[config.mk]
export PLATFORM = sky130hd
export DESIGN_NAME = traffic_input_conditioner_flat
export DESIGN_NICKNAME = d
export VERILOG_FILES = /design/src/rtl/traffic_input_conditioner_if.sv /design/src/rtl/traffic_input_conditioner.sv /design/src/flat_wrapper.sv
export SDC_FILE = /design/constraint.sdc
export NUM_CORES = 1
export LEC_CHECK = 0
export CAP_MARGIN = 40
export CORE_ASPECT_RATIO = 0.9
export CORE_MARGIN = 2
export CORE_UTILIZATION = 55
export DETAILED_ROUTE_END_ITERATION = 6
export HOLD_SLACK_MARGIN = 0.02
export PLACE_DENSITY = 0.75
export SLEW_MARGIN = 20
export SYNTH_ARGS = -nofsm -noshare
export SYNTH_HDL_FRONTEND = slang
export SYNTH_SLANG_ARGS = --single-unit
[constraint.sdc]
create_clock -name clk -period 1.9 [get_ports clk]
set_input_delay 0.38 -clock clk [delete_from_list [all_inputs] [get_ports clk]]
set_output_delay 0.38 -clock clk [all_outputs]
set_load 0.02 [all_outputs]
[src/rtl/traffic_input_conditioner_if.sv]
// Link between the input conditioner and the traffic-light controller.
// Latency: none, wires only.
// Backpressure: none; walkAck and tickRestart are single-cycle pulses from the controller.
//
// master: conditioner side (drives walkReq/Sensor/tick, receives walkAck/tickRestart)
// slave : controller side
interface traffic_input_conditioner_if;
    logic walkAck;
    logic tickRestart;
    logic walkReq;
    logic Sensor;
    logic tick;

    modport master (
        input  walkAck,
        input  tickRestart,
        output walkReq,
        output Sensor,
        output tick
    );

    modport slave (
        output walkAck,
        output tickRestart,
        input  walkReq,
        input  Sensor,
        input  tick
    );
endinterface

[src/rtl/traffic_input_conditioner.sv]
// Synchronizes and debounces the walk button and the vehicle sensor, holds a sticky walk request, and generates the timing tick.
// Latency: a raw level reaches the debounced level DEBOUNCE_CYCLES+1 edges after it is first sampled; walkReq follows one edge later.
// Backpressure: none; walkReq stays set until walkAck, and tickRestart re-phases the tick counter.
//
// Ports:
//   clk, rst        clock, asynchronous active-low reset
//   walkButtonRaw   raw pedestrian button (asynchronous, bouncing)
//   sensorRaw       raw side-street sensor (asynchronous, bouncing)
//   ctl             controller link: walkAck/tickRestart in, walkReq/Sensor/tick out
module traffic_input_conditioner #(
    parameter int DEBOUNCE_CYCLES = 1_000_000,
    parameter int TICK_CYCLES     = 100_000_000
) (
    input  logic clk,
    input  logic rst,
    input  logic walkButtonRaw,
    input  logic sensorRaw,
    traffic_input_conditioner_if.master ctl
);
    localparam int DW = $clog2(DEBOUNCE_CYCLES);
    localparam int TW = $clog2(TICK_CYCLES);
    localparam logic [DW-1:0] DB_LAST   = DW'(DEBOUNCE_CYCLES - 1);
    localparam logic [TW-1:0] TICK_LAST = TW'(TICK_CYCLES - 1);

    // Channel 0 is the walk button, channel 1 is the vehicle sensor.
    logic [1:0]    rawIn;
    logic [1:0]    sync1;
    logic [1:0]    sync2;
    logic [1:0]    dbLvl;
    logic [DW-1:0] dbCnt [2];

    logic          walkLvlPrev;
    logic          walkReqQ;
    logic          walkRise;

    logic [TW-1:0] tickCnt;
    logic          tickQ;

    assign rawIn = {sensorRaw, walkButtonRaw};

    // Two-flop synchronizers followed by independent debouncers. A level is
    // accepted only after DEBOUNCE_CYCLES consecutive mismatching cycles;
    // any matching cycle throws the partial count away.
    always_ff @(posedge clk or negedge rst) begin
        if (!rst) begin
            sync1 <= '0;
            sync2 <= '0;
            dbLvl <= '0;
            for (int i = 0; i < 2; i++) begin
                dbCnt[i] <= '0;
            end
        end else begin
            sync1 <= rawIn;
            sync2 <= sync1;
            for (int i = 0; i < 2; i++) begin
                if (sync2[i] == dbLvl[i]) begin
                    dbCnt[i] <= '0;
                end else if (dbCnt[i] == DB_LAST) begin
                    dbLvl[i] <= sync2[i];
                    dbCnt[i] <= '0;
                end else begin
                    dbCnt[i] <= dbCnt[i] + DW'(1);
                end
            end
        end
    end

    // Only a fresh 0->1 of the debounced button sets the request, so a held
    // button cannot re-arm it after an ack. Set beats a coincident ack.
    assign walkRise = dbLvl[0] & ~walkLvlPrev;

    always_ff @(posedge clk or negedge rst) begin
        if (!rst) begin
            walkLvlPrev <= 1'b0;
            walkReqQ    <= 1'b0;
        end else begin
            walkLvlPrev <= dbLvl[0];
            if (walkRise) begin
                walkReqQ <= 1'b1;
            end else if (ctl.walkAck) begin
                walkReqQ <= 1'b0;
            end
        end
    end

    // Tick counter wraps at TICK_LAST and pulses tick on the wrap edge.
    // A restart reloads zero and swallows any tick due on the same edge.
    always_ff @(posedge clk or negedge rst) begin
        if (!rst) begin
            tickCnt <= '0;
            tickQ   <= 1'b0;
        end else if (ctl.tickRestart) begin
            tickCnt <= '0;
            tickQ   <= 1'b0;
        end else if (tickCnt == TICK_LAST) begin
            tickCnt <= '0;
            tickQ   <= 1'b1;
        end else begin
            tickCnt <= tickCnt + TW'(1);
            tickQ   <= 1'b0;
        end
    end

    assign ctl.walkReq = walkReqQ;
    assign ctl.Sensor  = dbLvl[1];
    assign ctl.tick    = tickQ;
endmodule

[src/flat_wrapper.sv]
// flat-port wrapper written by rule: the top's interface ports become plain ports
module traffic_input_conditioner_flat 
#(
    parameter int DEBOUNCE_CYCLES = 1_000_000,
    parameter int TICK_CYCLES     = 100_000_000
)
  (clk, rst, walkButtonRaw, sensorRaw, ctl_walkAck, ctl_tickRestart, ctl_walkReq, ctl_Sensor, ctl_tick);
  traffic_input_conditioner_if ctl_i ();
  input  logic clk;
  input  logic rst;
  input  logic walkButtonRaw;
  input  logic sensorRaw;
  input wire logic [$bits(ctl_i.walkAck)-1:0] ctl_walkAck;
  input wire logic [$bits(ctl_i.tickRestart)-1:0] ctl_tickRestart;
  output wire logic [$bits(ctl_i.walkReq)-1:0] ctl_walkReq;
  output wire logic [$bits(ctl_i.Sensor)-1:0] ctl_Sensor;
  output wire logic [$bits(ctl_i.tick)-1:0] ctl_tick;
  assign ctl_i.walkAck = ctl_walkAck;
  assign ctl_i.tickRestart = ctl_tickRestart;
  assign ctl_walkReq = ctl_i.walkReq;
  assign ctl_Sensor = ctl_i.Sensor;
  assign ctl_tick = ctl_i.tick;
  traffic_input_conditioner #(.DEBOUNCE_CYCLES(DEBOUNCE_CYCLES), .TICK_CYCLES(TICK_CYCLES)) u_core (.clk(clk), .rst(rst), .walkButtonRaw(walkButtonRaw), .sensorRaw(sensorRaw), .ctl(ctl_i));
endmodule
; Word-level counts from Yosys, hierarchy flattened
; Index checks and enable logic that the tools add are counted.
[word_totals]
register_bits = 76
out_inout_bits = 3
wordCells = 35
[classes]
addsub = 3
eq_ne = 5
muxes = 10
n_bitwise = 4
reduce_logical = 3
[ops]
columns = cell, n
row1 = $mux W20, 4
row2 = $mux W27, 2
row3 = $add A20 B1 Y20 const B, 2
row4 = $eq A20 B20 Y1 const B, 2
row5 = $add A27 B1 Y27 const B, 1
row6 = $eq A27 B27 Y1 const B, 1
row7 = $mux W1, 4
row8 = $reduce_and A2 Y1, 2
row9 = $not A1 Y1, 3
row10 = $eq A1 B1 Y1, 2
row11 = $reduce_bool A2 Y1, 1
row12 = $and A1 B1 Y1, 1

; Logic depth before layout (Yosys ltp)
; Gate-level depths: netlist of the first run.
[logic_depth]
depth_word = 3
depth_mapped = 7
depth_no_buf = 5

; Worst setup path before layout of the first run
; No wires, ideal clock.
[synth_timing]
path_type = flip-flop to flip-flop
start = register u_core.tickCnt[0]
end = register u_core.tickCnt[2]
t_arrival_ns = 1.881
required_ns = 1.779
path_slack_ns = -0.103
path_stages_with_launch = 8
synth_period_minus_slack_ns = 2.003
path_cell_list = dfrtp_1 > ha_1 > nand4_1 > or2_2 > buf_2 > o31ai_2 > buf_2 > nor2_1
[synth_between]
elab_chain_cells = 3
elab_cells_between_ends = 4
classes_between = add/sub: 1 / eq/ne: 1 / mux: 2
[synth_lines]
columns = element, line
row1 = start: declaration, traffic_input_conditioner.sv:36  ; logic [TW-1:0] tickCnt;
row2 = start signal: assignment, traffic_input_conditioner.sv:99  ; tickCnt <= tickCnt + TW'(1);
row3 = $add A27 B1 Y27 / $eq A27 B27 Y1 (equally long branches), "traffic_input_conditioner.sv:99, traffic_input_conditioner.sv:95"
row4 = $mux W27 *, traffic_input_conditioner.sv:95  ; end else if (tickCnt == TICK_LAST) begin
row5 = $mux W27 *, traffic_input_conditioner.sv:92  ; end else if (ctl.tickRestart) begin
; Mark *: on every way between the ends. The rest lies on a longest branch, timed or not.
; A chain may end at the register's enable or synchronous reset.

; Final worst setup path of the first run
[layout_timing]
start = register u_core.dbCnt[29] (netlist bit)
end = register u_core.dbCnt[37] (netlist bit)
[layout_between]
elab_chain_cells = 3
elab_cells_between_ends = 4
classes_between = add/sub: 1 / eq/ne: 1 / mux: 2
[layout_lines]
columns = element, line
row1 = start: declaration, traffic_input_conditioner.sv:30  ; logic [DW-1:0] dbCnt [2];
row2 = start signal: indexed assignment, traffic_input_conditioner.sv:62  ; dbCnt[i] <= dbCnt[i] + DW'(1);
row3 = $add A20 B1 Y20 / $eq A20 B20 Y1 (equally long branches), "traffic_input_conditioner.sv:62, traffic_input_conditioner.sv:58"
row4 = $mux W20 *, traffic_input_conditioner.sv:58  ; end else if (dbCnt[i] == DB_LAST) begin
row5 = $mux W20 *, traffic_input_conditioner.sv:56  ; if (sync2[i] == dbLvl[i]) begin
; Marked as above.

==> impl_metrics.toml, run 1 <==
[layout]
drive_gt1_share_pct = 17.2
antenna_cells = 0
design_area_mm2 = 0.00439
final_nets = 428
syn2layout_area_growth_pct = 18.8
nFillCells = 494
postLayoutCoreUtil_pct = 67.0

[power_and_ir_drop]
p_int_mw = 2.43
power.share.combinational_pct = 3.9
power_switching_mw = 0.718
p_sw_share_pct = 22.8
vdd.ir_drop.worst_mv = 0.459
power_density_mw_per_mm2 = 717
clockPowerShare_pct = 43.4
power_frac_seq_pct = 52.7
leakage_nw = 1.70

[die]
num_io_pins = 9
rows = 28
die-area_mm2 = 0.00739
initial_core_util_pct = 56.4
core-area_mm2 = 0.00655
die_height_um = 81.8
die_w_um = 90.4

[detailed_routing]
wl_mm = 7.34
post_drt_wl_per_cell_um = 14.3
drc = 0
dr_total_vias = 2922
vias_per_cell = 5.68
drt-initial-drc-count = 208
first_pass_iters = 4
ant_nets = 0

[synthesis]
syn_nets = 390
yosysTopAreaCellShare_pct = 51.5
yosysUniqueCellTypes = 35
synth-seq-cells = 76
synthFlopType = "dfrtp_1"
synth_edf_count = 0
synth_area_leader_cell = "dfrtp_1"
synth_common_cells = "dfrtp_1, nor2_1, nand2_1"
seq_area_frac_synth_pct = 51.5
netlist_area_mm2 = 0.00369
async_flop_share_pct = 100
yosys-top-cells-area = "dfrtp_1, xnor2_1, nor2_1, nand3_1, a21oi_1"
yosysWarnings = 0
synth_most_common_cell = "dfrtp_1"
synthCells = 381
syn_avg_cell_area_um2 = 9.70

[sta]
fin_crit_sh_pct = 96.5
finClkSkew_ns = 0.0140
setup-violations-final = 0
slew_headroom_pct = 71.3
worstMarginPinSlew_ns = 0.431
setup_ws_ns = 0.0668
fmax_ghz = 0.545
grt_setup_unrepaired = "true"
drv_slew = 0
period_needed_ns = 1.83
hold_violations = 0

[setup_path]
cp-start-kind = "flip-flop"
crit_type = "reg2reg"
cp.arrival_ns = 2.12
timing.rr.start = "u_core.dbCnt[29]"
crit_required_ns = 2.19
cp_max_fo = 7
startpoint = "u_core.dbCnt[29]"
end_kind = "flip-flop"

[place]
place_area_mm2 = 0.00409
routabilityCongestion = 0.850
place_ws_ns = 0.0185
dpl.hpwl_mm = 4.81
portBuffers = 8

[global_routing]
antenna_found_initial = 0
grt_start_max_net_pins = 77
grtUsageTotal_pct = 21.6
grt_pass1_wl_mm = 12.7
grt_pass1_vias = 2797
grt-ovfl-total = 0

[min_path]
min_path_type = "in2async"

[clocking]
cts.htree.levels = 3
ctsRootBufferMaster = "clkbuf_8"
clkLatencyLatePin_ns = 0.35
numCtsBuffers = 9
path_clk_slew_ns = 0.09
hold_buffers = 0
clk_path_buf_depth = 2
cts_tree = "built"
cts.sinks = 76

[outcome]
outcome = "completed"

[run]
max_cap_viol_count = 0
[sequential cells by signal, indices dropped and copies added (netlist names)]
register and flops:
u_core.sync1 2, u_core.ctl.walkReq 1, u_core.walkLvlPrev 1, u_core.tickCnt 27, u_core.dbCnt 40, u_core.ctl.tick 1
u_core.dbLvl 2, u_core.sync2 2
[through the flow]
| stage | TNS [ns] | power (mW) | hold WS (ns) | std cells |
|---|---|---|---|---|
| after floorplan | 0 | 1.74 | 0.0844 | 381 |
| after global placement | 0 | 1.81 | 0.332 | 494 |
| after detailed placement | 0 | 1.81 | 0.343 | 494 |
| after CTS | 0 | 3.17 | 0.0435 | 510 |
| after global routing | -0.0210 | 3.28 | 0.0613 | 514 |
| final | 0 | 3.15 | 0.00795 | 514 |
[power by group through the flow]
| stage | Sequential [mW] | Clock (mW) | Combinational [mW] |
|---|---|---|---|
| after floorplan | 1.69 | 0 | 0.0535 |
| after global placement | 1.69 | 0 | 0.122 |
| after CTS | 1.66 | 1.39 | 0.125 |
| final | 1.66 | 1.36 | 0.124 |
| after detailed placement | 1.69 | 0 | 0.125 |
| after global routing | 1.66 | 1.47 | 0.144 |
[metal layers]
layer	GRT usage, %	wire length, um	vias up
met5	0	0	-
met3	5.78	251	6
met1	28.1	3380	1409
met4	6.62	70	0
met2	36.1	3640	43
li1	-	-	1464
[critical path, stage by stage (launching register included)]
cell     delay (ns)
dfrtp_1        0.36
nand4_1        0.14
or4_4          0.60
or4b_4         0.54
a21oi_2        0.13
[final timing paths]
check                              endpoint  slack, ns  cells past startpoint
setup / recovery           u_core.dbCnt[37]       0.07                      4
hold / removal             u_core.dbCnt[17]      0.008                      2
setup reg to reg           u_core.dbCnt[37]       0.07                      4
hold reg to reg             u_core.sync2[1]       0.36                      0
max in group asynchronous   u_core.dbCnt[4]       1.55                      2
min in group clk            u_core.sync2[1]       0.36                      0
[placed cells by master (no fill, tap or decap), drive strengths merged, types with 2 or more instances in the layout]
cell	instances
a21oi	26
and3	3
and4	4
buf	34
bufinv	2
clkbuf	9
clkdlybuf4s50	7
clkinv	3
dfrtp	76
ha	3
inv	13
mux2	2
nand2	27
nand3	27
nand4	12
nor2	45
nor3	6
nor4	12
nor4b	6
o21ai	14
o31ai	14
or2	2
or3	19
or4	15
xnor2	25
xor2	11
[final cells by class]
| type | count | area, um^2 | area share, % |
|---|---|---|---|
| sequential | 76 | 1900 | 43.3 |
| multi-input combinational | 279 | 1760 | 40.0 |
| timing repair buffer | 41 | 350 | 7.98 |
| clock inverter | 7 | 98.8 | 2.25 |
| inverter | 12 | 45.0 | 1.03 |
| tap | 90 | 113 | 2.56 |
| clock buffer | 9 | 124 | 2.82 |
[what timing repair did]
item	4_1_cts	5_1_grt
pin swaps	0	5
setup endpoints to repair	1	16
setup buffers	0	4
resized for setup	1	9
[cell families (layout without fill, tap and decap cells)]
group                      count (synthesis)  count (layout)  synth area share, %
AOI/OAI and AO/OA                         58              58                 9.31
DFF                                       76              76                 51.5
muxes                                      2               2                0.610
and+or+nand+nor                          180             180                 26.2
adders and majority gates                  3               3                 1.02
buffers and inverters                     26              69                 2.88
xor gates and xnor gates                  36              36                 8.53
Power figures use the tool's default switching activity.
==> run 2: changes to the inputs <==
--- a/config.mk
+++ b/config.mk
@@ -8,10 +8,9 @@
 export CAP_MARGIN = 40
 export CORE_ASPECT_RATIO = 0.9
 export CORE_MARGIN = 2
-export CORE_UTILIZATION = 55
+export CORE_UTILIZATION = 29
 export DETAILED_ROUTE_END_ITERATION = 6
-export HOLD_SLACK_MARGIN = 0.02
-export PLACE_DENSITY = 0.75
+export HOLD_SLACK_MARGIN = 0.15
 export SLEW_MARGIN = 20
 export SYNTH_ARGS = -nofsm -noshare
 export SYNTH_HDL_FRONTEND = slang
==> impl_metrics.toml, run 2 (synthesis gave the netlist of run 1 again) <==
[setup_path]
end_kind = "flip-flop"
crit_required_ns = 2.17
path_delay_family = "simple AND/OR/NAND/NOR gates"
cp_slowest_cell = "or4_4"
cp_slowest_stage_delay_ns = 0.61
cp.arrival_ns = 2.11
cp-start-kind = "flip-flop"
cp_max_fo = 8
critPathBufInv = 0
crit_type = "reg2reg"
path_cells = "nand4_1, or4_4, or4b_4, a21oi_2"

[global_routing]
grtUsageTotal_pct = 12.1
antenna_found_initial = 0
grt-ovfl-total = 0
grt_pass1_wl_mm = 13.5
grt_pass1_vias = 2933
grt_start_max_net_pins = 50

[place]
routabilityCongestion = 0.804
placed_cells = 569
place_area_mm2 = 0.00418
place_ws_ns = -0.0211
portBuffers = 8
dpl.hpwl_mm = 5.06

[clocking]
cts.sinks = 76
ctsRootBufferMaster = "clkbuf_16"
cts_tree = "built"
path_clk_slew_ns = 0.06
numCtsBuffers = 9
cts.htree.levels = 3
clk_path_buf_depth = 2
clkLatencyLatePin_ns = 0.34

[sta]
setup-violations-final = 0
slew_headroom_pct = 72.3
grt_setup_unrepaired = "true"
finClkSkew_ns = 0.00895
hold_violations = 0
fin_crit_sh_pct = 96.8
worstMarginPinSlew_ns = 0.415
worst_hold_slack_ns = 0.346
setup_ws_ns = 0.0603
period_needed_ns = 1.84
fmax_ghz = 0.544
drv_slew = 0

[run]
max_cap_viol_count = 0

[layout]
postLayoutCoreUtil_pct = 36.4
layoutNonFillerInstCount = 590
top_regs = "u_core.dbCnt: 40 flops, u_core.tickCnt: 27 flops"
antenna_cells = 0
layout_common_cells = "dfrtp_1, nor2_1, buf_4"
drive_gt1_share_pct = 17.1
final_nets = 430
regMostFlops = "u_core.dbCnt"
largest_register_ffs = 40
design_area_mm2 = 0.00458
final_common_cell = "dfrtp_1"
nFillCells = 1261
syn2layout_area_growth_pct = 23.9

[detailed_routing]
drc = 0
first_pass_iters = 4
vias_per_cell = 4.92
drt-initial-drc-count = 206
ant_nets = 0
post_drt_wl_per_cell_um = 12.9
wl_mm = 7.63
dr_total_vias = 2905

[power_and_ir_drop]
clockPowerShare_pct = 50.5
p_int_mw = 2.84
vdd.ir_drop.worst_mv = 0.435
power_frac_seq_pct = 46.1
power_density_mw_per_mm2 = 786
power.share.combinational_pct = 3.3
power_switching_mw = 0.766
p_sw_share_pct = 21.3
leakage_nw = 1.77

[outcome]
outcome = "completed"

[min_path]
min_path_type = "reg2reg"

[die]
die-area_mm2 = 0.0137
die_w_um = 123
num_io_pins = 9
core-area_mm2 = 0.0126
initial_core_util_pct = 29.3
die_height_um = 111
rows = 39
[run 2: worst register-to-register path, stage by stage, from the launching register on]
cell and delay, ns:
dfrtp_1 0.35, nand4_1 0.14, or4_4 0.61, or4b_4 0.54, a21oi_2 0.14
[run 2: final timing paths]
check	start	slack, ns	cells after the start	endpoint
max	u_core.dbCnt[29]	0.06	4	u_core.dbCnt[37]
min in group asynchronous	rst	0.50	2	u_core.tickCnt[7]
min reg2reg	u_core.sync1[0]	0.35	0	u_core.sync2[0]
max in group asynchronous	rst	0.81	3	u_core.sync2[0]
min	u_core.sync1[0]	0.35	0	u_core.sync2[0]
max reg2reg	u_core.dbCnt[29]	0.06	4	u_core.dbCnt[37]
[run 2: area by class of cell]
type	count	area (um^2)	area share, %
clock buffer	10	229	5.00
clock inverter	6	87.6	1.91
inverter	12	45.0	0.984
multi-input combinational	279	1750	38.3
sequential	76	1900	41.6
tap	164	205	4.48
timing repair buffer	43	355	7.76
[run 2: power groups by stage]
| stage | Combinational [mW] | Clock [mW] | Sequential [mW] |
|---|---|---|---|
| global placement | 0.119 | 0 | 1.69 |
| detailed placement | 0.124 | 0 | 1.69 |
| finish | 0.120 | 1.82 | 1.66 |
| global route | 0.140 | 1.95 | 1.66 |
| floorplan | 0.0535 | 0 | 1.69 |
| CTS | 0.126 | 1.88 | 1.66 |
[run 2: timing repair]
item	4_1_cts	5_1_grt
endpoints found under the setup margin	3	46
buffers inserted	1	3
hold endpoints to repair	27	0
hold buffers	1	0
pin swaps	0	2
cloned	0	0
gates resized for setup	1	9
[run 2: per-layer routing]
| layer | part of all wire (%) | wire, um | track usage [%] | vias up |
|---|---|---|---|---|
| met4 | 1.2 | 93 | 3.86 | 0 |
| met3 | 4.0 | 306 | 3.65 | 8 |
| met1 | 48 | 3660 | 16.1 | 1399 |
| li1 | - | - | - | 1462 |
| met5 | 0 | 0 | 0 | - |
| met2 | 47 | 3580 | 18.9 | 36 |
[run 2: metrics by stage]
stage	total power [mW]	setup TNS, ns
floorplan	1.74	0
global placement	1.81	0
detailed placement	1.81	-0.0318
CTS	3.67	0
global route	3.76	-0.0517
finish	3.60	0
==> run 3: changes to the inputs <==
--- a/config.mk
+++ b/config.mk
@@ -11,6 +11,7 @@
 export CORE_UTILIZATION = 29
 export DETAILED_ROUTE_END_ITERATION = 6
 export HOLD_SLACK_MARGIN = 0.15
+export MAX_ROUTING_LAYER = met4
 export SLEW_MARGIN = 20
 export SYNTH_ARGS = -nofsm -noshare
 export SYNTH_HDL_FRONTEND = slang
==> constraint.sdc (replaced) <==
create_clock -name clk -period 1.7 [get_ports clk]
set_input_delay 0.34 -clock clk [delete_from_list [all_inputs] [get_ports clk]]
set_output_delay 0.34 -clock clk [all_outputs]
set_load 0.02 [all_outputs]
==> impl_metrics.toml, run 3 (synthesis gave the netlist of run 1 again) <==
[detailed_routing]
drc = 0
post_drt_wl_per_cell_um = 13.4
wl_mm = 8.64
vias_per_cell = 4.94
dr_total_vias = 3178
ant_nets = 0
first_pass_iters = 4
drt-initial-drc-count = 136

[global_routing]
grt-ovfl-total = 0
grt_pass1_wl_mm = 14.7
grtUsageTotal_pct = 13.8
grt_start_max_net_pins = 28
grt_pass1_vias = 3185
antenna_found_initial = 0

[setup_path]
timing.rr.start = "u_core.tickCnt[1]"
cp_slowest_cell = "or4_4"
crit_type = "reg2reg"
startpoint = "u_core.tickCnt[1]"
path_delay_family = "simple AND/OR/NAND/NOR gates"
cp-start-kind = "flip-flop"
cp.arrival_ns = 2.06
crit_required_ns = 1.96
cp_slowest_stage_delay_ns = 0.50
path_cells = "ha_2, nand4_1, or4_4, or3_4, a21oi_2"
end_kind = "flip-flop"
cp_max_fo = 5
critPathBufInv = 0

[power_and_ir_drop]
leakage_nw = 2.08
power_density_mw_per_mm2 = 733
vdd.ir_drop.worst_mv = 0.496
power_mw = 3.82

[die]
die_height_um = 111
rows = 39
num_io_pins = 9
die-area_mm2 = 0.0137
die_w_um = 123
initial_core_util_pct = 29.3
core-area_mm2 = 0.0126

[layout]
final_nets = 485
drive_gt1_share_pct = 35.5
largest_register_ffs = 40
syn2layout_area_growth_pct = 40.9
top_regs = "u_core.dbCnt: 40 flops, u_core.tickCnt: 27 flops"
antenna_cells = 0
regMostFlops = "u_core.dbCnt"
nFillCells = 1234
postLayoutCoreUtil_pct = 41.4
design_area_mm2 = 0.00521
layout_common_cells = "buf_4, dfrtp_1, nor2_1"
layoutNonFillerInstCount = 643
final_common_cell = "buf_4"

[clocking]
ctsRootBufferMaster = "clkbuf_16"
path_clk_slew_ns = 0.06
cts_tree = "built"
clk_path_buf_depth = 2
numCtsBuffers = 9
cts.sinks = 76
clkLatencyLatePin_ns = 0.34
cts.htree.levels = 3

[min_path]
hp-start = "u_core.sync1[1]"
min_path_type = "reg2reg"

[run]
max_cap_viol_count = 0

[sta]
tns_ns = -1.24
period_needed_ns = 1.80
worst_hold_slack_ns = 0.353
setup-violations-final = 23
slew_headroom_pct = 73.1
finClkSkew_ns = 0.00963
setup_ws_ns = -0.0976
drv_slew = 0
fin_crit_sh_pct = 106
grt_setup_unrepaired = "true"
worstMarginPinSlew_ns = 0.399
fmax_ghz = 0.556
hold_violations = 0

[place]
dpl.hpwl_mm = 5.85
routabilityCongestion = 0.816
place_area_mm2 = 0.00460
place_ws_ns = -0.101
portBuffers = 8
placed_cells = 619

[outcome]
violations = "setup timing"
outcome = "complete, but fails checks"
## run 3: cell types whose count changed in the layout (fill, tap and decap cells not counted), sizes merged
cell | previous run | this run
dlymetal6s2s | 0 | 1
clkinv | 3 | 2
clkdlybuf4s50 | 7 | 6
clkinvlp | 0 | 1
buf | 35 | 88
clkbuf | 10 | 12
bufinv | 2 | 0
## run 3: worst paths after layout
| kind | end | slack, ns | cells after the start |
|---|---|---|---|
| setup / recovery | u_core.tickCnt[18] | -0.1 | 5 |
| hold / removal | u_core.sync2[1] | 0.35 | 0 |
| setup reg to reg | u_core.tickCnt[18] | -0.1 | 5 |
| hold reg to reg | u_core.sync2[1] | 0.35 | 0 |
| max in group asynchronous | u_core.dbCnt[26] | 0.70 | 3 |
| min in group asynchronous | u_core.tickCnt[6] | 0.47 | 2 |
## run 3: routing by layer
layer  track usage (%)  up-vias  wire [um]
met1              17.2     1571       3990
met5                 -        -          0
met3              3.29       11        241
li1                  -     1564          -
met2              22.0       32       4300
met4              4.92        0        115
## run 3: layout make-up
type	count	area (um^2)	area share (%)
Timing Repair Buffer	98	841	16.1
Multi-Input combinational cell	279	1950	37.4
Inverter	12	45.0	0.865
Clock buffer	10	239	4.59
Sequential cell	76	1900	36.5
Clock inverter	4	26.3	0.505
Tap cell	164	205	3.94
## run 3: repair_timing
item / CTS / global route
endpoints found under the hold margin: 24 / 0
endpoints found under the setup margin: 27 / 54
hold buffers: 1 / 0
pin swaps: 6 / 9
gates cloned: 0 / 2
buffers inserted: 1 / 6
gates resized for setup: 10 / 46
## run 3: report_power, final
group	leakage, nW	switching, mW	internal, mW
logic	0.904	0.116	0.104
registers	1.04	0.0215	1.83
clock network	0.131	0.732	1.01
total	2.08	0.870	2.95
